## config.mk

```make
export PLATFORM = sky130hd
export DESIGN_NAME = hazard_sched_unit
export DESIGN_NICKNAME = d
export VERILOG_FILES = /design/src/rtl/hazard_sched_unit.sv
export SDC_FILE = /design/constraint.sdc
export NUM_CORES = 1
export LEC_CHECK = 0
export CORE_MARGIN = 1.5
export CORE_UTILIZATION = 28
export CTS_BUF_LIST = sky130_fd_sc_hd__clkbuf_8
export CTS_CLUSTER_SIZE = 14
export DETAILED_ROUTE_END_ITERATION = 7
export PLACE_DENSITY = 0.87
export SYNTH_ARGS = -nofsm -noshare
export SYNTH_HDL_FRONTEND = slang
export SYNTH_SLANG_ARGS = --single-unit
```

## constraint.sdc

```tcl
create_clock -name clk -period 1.05 [get_ports clk]
set_input_delay 0.21 -clock clk [delete_from_list [all_inputs] [get_ports clk]]
set_output_delay 0.21 -clock clk [all_outputs]
set_load 0.02 [all_outputs]
```

## src/rtl/hazard_sched_unit.sv

```systemverilog
// Hazard controller for the 5-stage datapath: forwarding selects, stall/flush and a vector-op FSM.
// Define HAZARD_PERF_EN to build the saturating stall/flush performance counters.
module hazard_sched_unit #(
    parameter int unsigned VEC_CYCLES = 4,
    parameter int unsigned CNT_W      = 16
) (
    input  logic             clk,
    input  logic             reset,
    input  logic             Match_1E_M,
    input  logic             Match_1E_W,
    input  logic             Match_2E_M,
    input  logic             Match_2E_W,
    input  logic             Match_12D_E,
    input  logic             RegWriteM,
    input  logic             RegWriteW,
    input  logic             MemtoRegE,
    input  logic             PCSrcD,
    input  logic             PCSrcE,
    input  logic             PCSrcM,
    input  logic             PCSrcW,
    input  logic             BranchTakenE,
    input  logic             VecStartE,
    output logic [1:0]       ForwardAE,
    output logic [1:0]       ForwardBE,
    output logic             StallF,
    output logic             StallD,
    output logic             FlushD,
    output logic             FlushE,
    output logic             VecBusy,
    output logic [CNT_W-1:0] StallCount,
    output logic [CNT_W-1:0] FlushCount
);

    localparam int unsigned     CntW    = $clog2(VEC_CYCLES + 1);
    localparam logic [CntW-1:0] CntInit = CntW'(VEC_CYCLES - 1);
    localparam logic [CntW-1:0] CntOne  = CntW'(1);
    localparam logic            VecEn   = (VEC_CYCLES > 1);

    typedef enum logic [0:0] {
        StIdle,
        StVec
    } state_e;

    state_e          state_q;
    logic [CntW-1:0] cnt_q;
    logic            ld_stall;
    logic            pc_pend;

    always_comb begin
        ForwardAE = 2'b00;
        if (Match_1E_M && RegWriteM) begin
            ForwardAE = 2'b10;
        end else if (Match_1E_W && RegWriteW) begin
            ForwardAE = 2'b01;
        end
        ForwardBE = 2'b00;
        if (Match_2E_M && RegWriteM) begin
            ForwardBE = 2'b10;
        end else if (Match_2E_W && RegWriteW) begin
            ForwardBE = 2'b01;
        end
    end

    assign ld_stall = Match_12D_E & MemtoRegE;
    assign pc_pend  = PCSrcD | PCSrcE | PCSrcM;
    assign VecBusy  = (state_q == StVec);

    // A taken branch squashes the vector op entering E, so it never occupies the unit.
    always_ff @(posedge clk or posedge reset) begin
        if (reset) begin
            state_q <= StIdle;
            cnt_q   <= '0;
        end else begin
            case (state_q)
                StIdle: begin
                    if (VecStartE && !BranchTakenE && VecEn) begin
                        state_q <= StVec;
                        cnt_q   <= CntInit;
                    end
                end
                StVec: begin
                    cnt_q <= cnt_q - CntOne;
                    if (cnt_q == CntOne) begin
                        state_q <= StIdle;
                    end
                end
                default: begin
                    state_q <= StIdle;
                    cnt_q   <= '0;
                end
            endcase
        end
    end

    // The bubble in E keeps the held D instruction from being issued twice.
    assign StallF = ld_stall | pc_pend | VecBusy;
    assign StallD = ld_stall | VecBusy;
    assign FlushD = pc_pend | PCSrcW | BranchTakenE;
    assign FlushE = ld_stall | BranchTakenE | VecBusy;

`ifdef HAZARD_PERF_EN
    logic [CNT_W-1:0] stall_cnt_q;
    logic [CNT_W-1:0] flush_cnt_q;

    always_ff @(posedge clk or posedge reset) begin
        if (reset) begin
            stall_cnt_q <= '0;
            flush_cnt_q <= '0;
        end else begin
            if (StallD && (stall_cnt_q != '1)) begin
                stall_cnt_q <= stall_cnt_q + CNT_W'(1);
            end
            if (FlushD && (flush_cnt_q != '1)) begin
                flush_cnt_q <= flush_cnt_q + CNT_W'(1);
            end
        end
    end

    assign StallCount = stall_cnt_q;
    assign FlushCount = flush_cnt_q;
`else
    assign StallCount = '0;
    assign FlushCount = '0;
`endif

endmodule

```

After elaboration in Yosys (flattened, before gate mapping)
Index checks and enable logic that the tools add are counted.
{"block": "word_totals", "regBits": 4, "output_inout_bits": 41}
{"block": "op_classes", "addsub": 1, "eq_ne": 2, "mux": 9, "bitwise_logic": 11, "reduce_logical": 6}
{"op": "1-bit OR", "count": 9}
{"op": "3-bit one-hot mux with 2 select lines", "count": 1}
{"op": "1-bit logical AND", "count": 5}
{"op": "1-bit two-way mux", "count": 4}
{"op": "2-bit two-way mux", "count": 2}
{"op": "3-bit by 1-bit == test with 1-bit output, second input constant", "count": 1}
{"op": "3-bit two-way mux", "count": 1}
{"op": "3-bit by 1-bit subtractor with 3-bit output, second input constant", "count": 1}
{"op": "2-bit inequality test, second input constant", "count": 1}
{"op": "1-bit one-hot mux with 2 select lines", "count": 1}
{"op": "1-bit AND", "count": 1}
{"op": "1-bit logical NOT", "count": 1}
{"op": "1-bit NOT", "count": 1}

Logic depth before layout (Yosys ltp)
Gate-level depths: netlist of the first run.
{"block": "logic_depth", "ltp_word": 4, "ltp_mapped": 4, "depth_no_buf": 4}

Worst setup path after synthesis of the first run
No wires, ideal clock.
{"block": "synth_timing", "path_kind": "register -> output", "from": "reg state_q (netlist: VecBusy)", "to": "out FlushE", "arrival_ps": 954, "required_ps": 840, "slack_ps": -114, "path_stages_with_launch": 4, "path_buffers": 1, "cell_sequence": "dfrtp_1 buf_6 a21oi_1 nand2b_1"}
{"block": "synth_between", "elab_chain_cells": 1}
{"element": "start, declared", "line": "44", "text": "state_e state_q;"}
{"element": "start signal, assigned", "line": "71", "text": "state_q <= StIdle;"}
{"element": "start signal, assigned", "line": "77", "text": "state_q <= StVec;"}
{"element": "start signal, assigned", "line": "84", "text": "state_q <= StIdle;"}
{"element": "1-bit OR", "line": "99", "text": "assign FlushE = ld_stall | BranchTakenE | VecBusy;"}
{"element": "end, declared", "line": "28", "text": "output logic FlushE,"}
Every way passes these cells.

Final worst setup path of the first run
Ends and elaborated chain as after synthesis.

==> results of run 1 <==
power by group through the flow:
| stage | registers [mW] | logic, mW | clock network (mW) |
|---|---|---|---|
| after floorplan | 0.306 | 0.505 | 0 |
| after global placement | 0.292 | 0.629 | 0 |
| after detailed placement | 0.297 | 0.662 | 0 |
| after CTS | 0.297 | 0.699 | 0.342 |
| after global routing | 0.310 | 0.761 | 0.362 |
| final | 0.299 | 0.690 | 0.335 |
repair_timing:
action	in CTS	in global routing
pin swaps	10	5
gates resized for setup	60	11
buffers inserted	1	0
endpoints found under the setup margin	11	11
cells by family after synthesis:
logic type	Yosys count	share of synthesized area
other	1	0.00733
and+or+nand+nor	17	0.161
adders and majority gates	2	0.0489
AOI/OAI and AO/OA	6	0.0660
buffers and inverters	37	0.521
DFF	4	0.196
sequential cells by signal (all words and copies together) (netlist names):
| signal | count |
|---|---|
| cnt_q | 3 |
| VecBusy | 1 |
per-stage QoR:
step	power, mW	cells	hold slack [ns]
after CTS	1.34	122	0.190
after detailed placement	0.959	117	0.425
after global routing	1.43	121	0.198
after global placement	0.921	117	0.405
after floorplan	0.811	98	-0.0240
final	1.32	121	0.181
layout by cell type (no fill, tap or decap):
cell,n
nor2_1,1
dlygate4sd2_1,10
buf_4,4
ha_1,2
nor2b_2,1
nor2_2,1
nand2b_1,2
inv_1,5
conb_1,32
o21a_1,1
clkdlybuf4s50_1,2
clkbuf_2,1
nand2_1,5
a21oi_1,2
clkdlybuf4s15_1,1
nor3_2,3
a21oi_4,1
a31oi_1,1
dfrtp_2,1
a21oi_2,1
and2_4,2
dlymetal6s2s_1,2
clkbuf_8,3
dfrtp_1,3
buf_2,2
nor2_4,1
buf_6,5
or2_1,1
worst max-delay path by stage:
stage          slack, ns      start            to  cells past startpoint
2_1_floorplan      -0.01    VecBusy        FlushE                      3
3_3_place_gp       -0.62     PCSrcE        StallF                      4
3_5_place_dp       -0.63  RegWriteM  ForwardBE[0]                      4
4_1_cts            -0.16    VecBusy        FlushE                      3
5_1_grt            -0.20    VecBusy        FlushE                      3
6_report           -0.15    VecBusy        FlushE                      3
per-layer routing:
| layer | GRT usage | part of all wire |
|---|---|---|
| met3 | 0.0476 | 0.11 |
| met5 | 0 | 0 |
| met4 | 0.0343 | 0.013 |
| met1 | 0.103 | 0.30 |
| met2 | 0.175 | 0.58 |
cell type report:
cell class              instances  area, sq um  area share
clock buffers                   3         41.3      0.0554
multi-input cells              57          309       0.414
flip-flops and latches          4          101       0.136
inverters                       4         15.0      0.0201
repair buffers                 27          244       0.327
well taps                      25         31.3      0.0419
clock inverters                 1         3.75     0.00503
worst reg2reg max path, stage by stage (launching register included):
cell	delay [ns]
dfrtp_2	0.42
buf_4	0.18
or2_1	0.24
a31oi_1	0.16
==> summary.md, run 1 <==
| Metric | Value |
|---|---|
| Status | `finished, violations left` |
| Failing checks | `negative setup slack` |
| Number of synthesized flops with an enable pin | `0` |
| Worst-skew pair later-pin latency | `about 0.22 ns` |
| Post-synth cell types | `16` |
| R2R depth | `3` |
| CTS tree | `done` |
| Core area | `1730 sq um` |
| Final WL | `1040 um` |
| Period utilization | `1.15` |
| Post-route core utilization | `0.432` |
| Crit-path slowest cell | `dfrtp_2` |
| Layout Skew | `slightly above 0.009 ns` |
| Synthesized area | `roughly 510 sq um` |
| Synth Flop Type | `dfrtp_1` |
| Via count | `around 440` |
| Sequential share of power | `0.226` |
| Pre-CTS WS | `-0.633 ns` |
| Syn Area/Cell | `around 7.6 sq um` |
| Peak VDD IR | `~1200 uV` |
| Top cell type's share of synthesized area | `0.469` |
| HP Class | `primary input to async pin` |
| FP Rows | `15` |
| Setup TNS | `-0.596 ns` |
| DIE HEIGHT | `45.8 um` |
| Crit Reg-Reg Endpoint | `cnt_q[2]` |
| Syn Inst Count | `67` |
| Count leader, synth | `buf_4` |
| Clock share of power | `0.253` |
| Post-detail-place hpwl | `around 810 um` |
| Register area share after synthesis | `0.196` |
| ANT cells | `0` |
| Fmax | `832 MHz` |
| Die area | `between 2000 and 2500 sq um` |
| Commonest cells post-synth | `buf_4 (32), nand2_1 (5), a21oi_1 (4), dfrtp_1 (4), inv_1 (4)` |
| Chip width | `between 40 and 50 um` |
| Drt wl/cell | `between 8 and 9 um` |
| Post-synthesis register bit count | `4` |
| Final hold violations | `0` |
| Worst Path Required | `~0.84 ns` |
| Critical path startpoint category | `flop` |
| Fillers | `190` |
| Input/output buffers | `24` |
| Antenna Nets Post-Route | `0` |
| Hold_buf cts | `0` |
| Fin area | `between 700 and 800 sq um` |
| Area grow syn2layout | `45.7%` |
| Initial antenna violation count | `0` |
| Setup Crit Path Kind | `flop to output port` |
| Routed vias/inst | `~3.6` |
| CP Capture Type | `output port` |
| Initial Util | `0.296` |
| Worst Path Buf+Inv | `1` |
| Sw frac | `0.414` |
| Cts bufs inserted | `3` |
| P_leak | `0.412 nW` |
| Internal power | `~780 uW` |
| Clock sink total | `4` |
| Max incr delay on CP | `approximately 0.42 ns` |
| Family with the most delay on the worst path | `flip-flops` |
| Root Driver | `clkbuf_8` |
| Cells taking the most area after synthesis | `buf_4 (47%), dfrtp_1 (20%), ha_1 (4.9%)` |
| RSZ-0062 raised after global routing | `true` |
| Min cycle time layout | `about 1.2 ns` |
| Ports | `between 50 and 60` |
| Placement Cell Area | `roughly 700 sq um` |
| DR pass1 iterations | `4` |
| Max Cap Viol | `0` |
| Overflow after GRT | `0` |
| NumNets Final | `between 100 and 150` |
| CP arrival | `around 1 ns` |
| Final GP Congestion | `~0.58` |
| R2R setup slack | `-0.03 ns` |
| Max Transition Viols Final | `0` |
| DRC | `0` |
| Yosys top cell by area | `buf_4` |
| Share of cells above drive strength 1 | `0.271` |
| Largest net degree at the start of global routing | `9` |
| Reg clk slew, reported paths | `0.04 ns` |
| Worst R2R Start | `VecBusy` |
| Min setup slack post-route | `-0.152 ns` |
| Yosys warns | `0` |
| PwrDens | `around 1800 nW/um^2` |
| Cell chain of the critical path | `a21oi_4, nand2b_1, buf_6` |
| Vias in the first global route | `351` |
| Max FO, Critical Path | `3` |
| Switching pwr | `between 500 and 600 uW` |
| Clk buf depth | `2` |
| H-tree depth | `1` |
| Global-route wire length before repair | `approximately 1500 um` |
| DRT iter0 DRCs | `5` |
| Synth async-reset ratio | `1.00` |
| Combinational share of power | `0.521` |
| Final setup fails | `6` |
| Overall routing resource usage | `0.0998` |
Note: power is estimated with default switching activity, not from simulation.
==> run 2: changes to the inputs <==
--- a/config.mk
+++ b/config.mk
@@ -5,7 +5,7 @@
 export SDC_FILE = /design/constraint.sdc
 export NUM_CORES = 1
 export LEC_CHECK = 0
-export CORE_MARGIN = 1.5
+export CORE_MARGIN = 4
 export CORE_UTILIZATION = 28
 export CTS_BUF_LIST = sky130_fd_sc_hd__clkbuf_8
 export CTS_CLUSTER_SIZE = 14
==> constraint.sdc (replaced) <==
create_clock -name clk -period 1.05 [get_ports clk]
set_input_delay 0.21 -clock clk [delete_from_list [all_inputs] [get_ports clk]]
set_output_delay 0.21 -clock clk [all_outputs]
set_load 0.05 [all_outputs]
==> run 2 against run 1 <==
  * The flow still finishes with violations (negative setup slack)
  * Clock skew down 0.0036 ns
  * Wire length up 11%
  * Sequential share of layout area down 2.2 points
  * Setup slack worse by 0.065 ns
  * Cell count up 2.5%
  * Clock power down 2%
  * Die area up 23%
  * Sequential cell count unchanged
  * Global-route usage down 1.4 points
  * Maximum frequency down 5.2%
  * Combinational power up 72%
  * Highest routed layer is now met3
==> summary.md, run 2 (synthesis results as in run 1) <==
| Metric | Value |
|---|---|
| Status | `finished, violations left` |
| Failing checks | `negative setup slack` |
| Largest register FFs | `3 (unchanged)` |
| CP arrival | `1.06 ns (+0.07 ns)` |
| Min cycle time layout | `1.27 ns (+0.0654 ns)` |
| DRC | `0 (unchanged)` |
| DIE HEIGHT | `50.8 um (+11%)` |
| Pre-CTS WS | `-0.329 ns (+0.304 ns)` |
| Fin area | `888 sq um (+19%)` |
| Core area | `1730 sq um (unchanged)` |
| Final Hold Slack | `0.174 ns (-0.00749 ns)` |
| Setup Crit Path Kind | `flop to output port` |
| NumNets Final | `118 (+2.6%)` |
| RSZ-0062 raised after global routing | `true` |
| Min setup slack post-route | `-0.218 ns (-0.0654 ns)` |
| Period utilization | `1.21 (+0.0623)` |
| Setup TNS | `-0.778 ns (-0.182 ns)` |
| R2R setup slack | `-0.02 ns (about the same)` |
| Reg clk slew, reported paths | `0.03 ns (about the same)` |
| Global-route wire length before repair | `1640 um (+12%)` |
| Peak VDD IR | `1210 uV (+1.9%)` |
| Final hold violations | `0 (unchanged)` |
| Input/output buffers | `24 (unchanged)` |
| FP Rows | `15 (unchanged)` |
| Antenna Nets Post-Route | `0 (unchanged)` |
| DR pass1 iterations | `2 (-2)` |
| Most common cell after layout, fill and taps aside | `conb_1` |
| Post-detail-place hpwl | `986 um (+21%)` |
| Fmax | `789 MHz (-5.2%)` |
| Worst Path Required | `0.84 ns (about the same)` |
| Share of cells above drive strength 1 | `0.404 (+0.133)` |
| P_leak | `0.489 nW (+19%)` |
| Fillers | `172 (-9.5%)` |
| Worst-skew pair later-pin latency | `0.22 ns (about the same)` |
| Clk buf depth | `2 (unchanged)` |
| ANT cells | `0 (unchanged)` |
| Root Driver | `clkbuf_8` |
| Ports | `57 (unchanged)` |
| Critical path startpoint category | `flop` |
| Chip width | `50.8 um (+11%)` |
| Vias in the first global route | `396 (+13%)` |
| Max Transition Viols Final | `0 (unchanged)` |
| Final setup fails | `6 (unchanged)` |
| Largest reg by FF count | `cnt_q` |
| CP Capture Type | `output port` |
| Overflow after GRT | `0 (unchanged)` |
| Initial antenna violation count | `0 (unchanged)` |
| PwrDens | `2050 nW/um^2 (+16%)` |
| Routed vias/inst | `3.56 (-1.1%)` |
| Hold_buf cts | `0 (unchanged)` |
| H-tree depth | `1 (unchanged)` |
| Die area | `2580 sq um (+23%)` |
| Largest net degree at the start of global routing | `7 (-2)` |
| Max FO, Critical Path | `3 (unchanged)` |
| Layout Skew | `0.00540 ns (-0.00365 ns)` |
| Max Cap Viol | `0 (unchanged)` |
| HP Class | `primary input to async pin` |
| Final GP Congestion | `0.576 (-0.47%)` |
| Drt wl/cell | `9.32 um (+8.5%)` |
| Area grow syn2layout | `73.6%` |
| Initial Util | `0.296 (unchanged)` |
| CTS tree | `done` |
| Final WL | `1160 um (+11%)` |
| DRT iter0 DRCs | `3 (-2)` |
| Via count | `441 (+1.4%)` |
| Overall routing resource usage | `0.0857 (-0.0140)` |
| Final cell count without fillers | `124 (+2.5%)` |
| Cts bufs inserted | `3 (unchanged)` |
| Commonest cells after routing, fill and taps aside | `conb_1 (32), buf_12 (7), dlygate4sd2_1 (5), buf_4 (5)` |
| Placement Cell Area | `788 sq um (+15%)` |
| Placed cell count | `118 (+0.85%)` |
| Clock sink total | `4 (unchanged)` |
## run 2: cell types whose count changed in the layout (fill, tap and decap cells not counted), moves of 2 or more
cell | before | now
buf_6 | 5 | 1
nand2_1 | 5 | 1
inv_1 | 5 | 3
clkbuf_2 | 1 | 3
buf_12 | 0 | 7
inv_2 | 0 | 2
nand2_4 | 0 | 2
nand2_2 | 0 | 2
dlygate4sd2_1 | 10 | 5
buf_8 | 0 | 2
## run 2: final cells by class
class / count / area, sq um / share of cell area
Tap cell: 25 / 31.3 / 0.0352
Clock buffer: 3 / 41.3 / 0.0465
Clock inverter: 1 / 3.75 / 0.00423
Inverter: 4 / 15.0 / 0.0169
Sequential cell: 4 / 101 / 0.114
Timing Repair Buffer: 30 / 348 / 0.392
Multi-Input combinational cell: 57 / 348 / 0.392
## run 2: critical path, cell delays in order (launching register included)
cell      delay, ns
dfrtp_2        0.41
a21oi_4        0.20
nand2b_4       0.08
buf_12         0.15
## run 2: metal layers
metal | wire [um] | track usage | up-vias
met5 | 0 | 0 | -
met4 | 0 | 0.0269 | 0
met3 | 243 | 0.0653 | 0
met2 | 596 | 0.154 | 41
met1 | 316 | 0.0716 | 191
li1 | - | - | 209
## run 2: worst paths after layout
check | start | to | cells after the start
hold reg to reg | cnt_q[2] | cnt_q[2] | 1
max in group asynchronous | reset | VecBusy | 2
hold / removal | reset | cnt_q[2] | 2
setup / recovery | VecBusy | FlushE | 3
setup reg to reg | VecBusy | cnt_q[2] | 3
min in group clk | cnt_q[2] | cnt_q[2] | 1
## run 2: per-stage QoR
stage | utilization | power [mW]
floorplan | - | 1.10
finish | 0.514 | 1.82
detailed placement | 0.457 | 1.37
global placement | 0.457 | 1.33
CTS | 0.509 | 1.81
global route | 0.514 | 1.94
## run 2: what timing repair did
action | 4_1_cts | 5_1_grt
setup buffers | 3 | 0
gates resized for setup | 28 | 15
endpoints found under the hold margin | 0 | 0
pin swaps | 10 | 4
setup endpoints to repair | 10 | 9
## run 2: power by group
group | leakage (nW) | total (mW) | switching (mW) | internal (mW)
registers | 0.0444 | 0.304 | 0.0656 | 0.238
logic | 0.418 | 1.19 | 0.723 | 0.468
clock network | 0.0269 | 0.327 | 0.0783 | 0.249
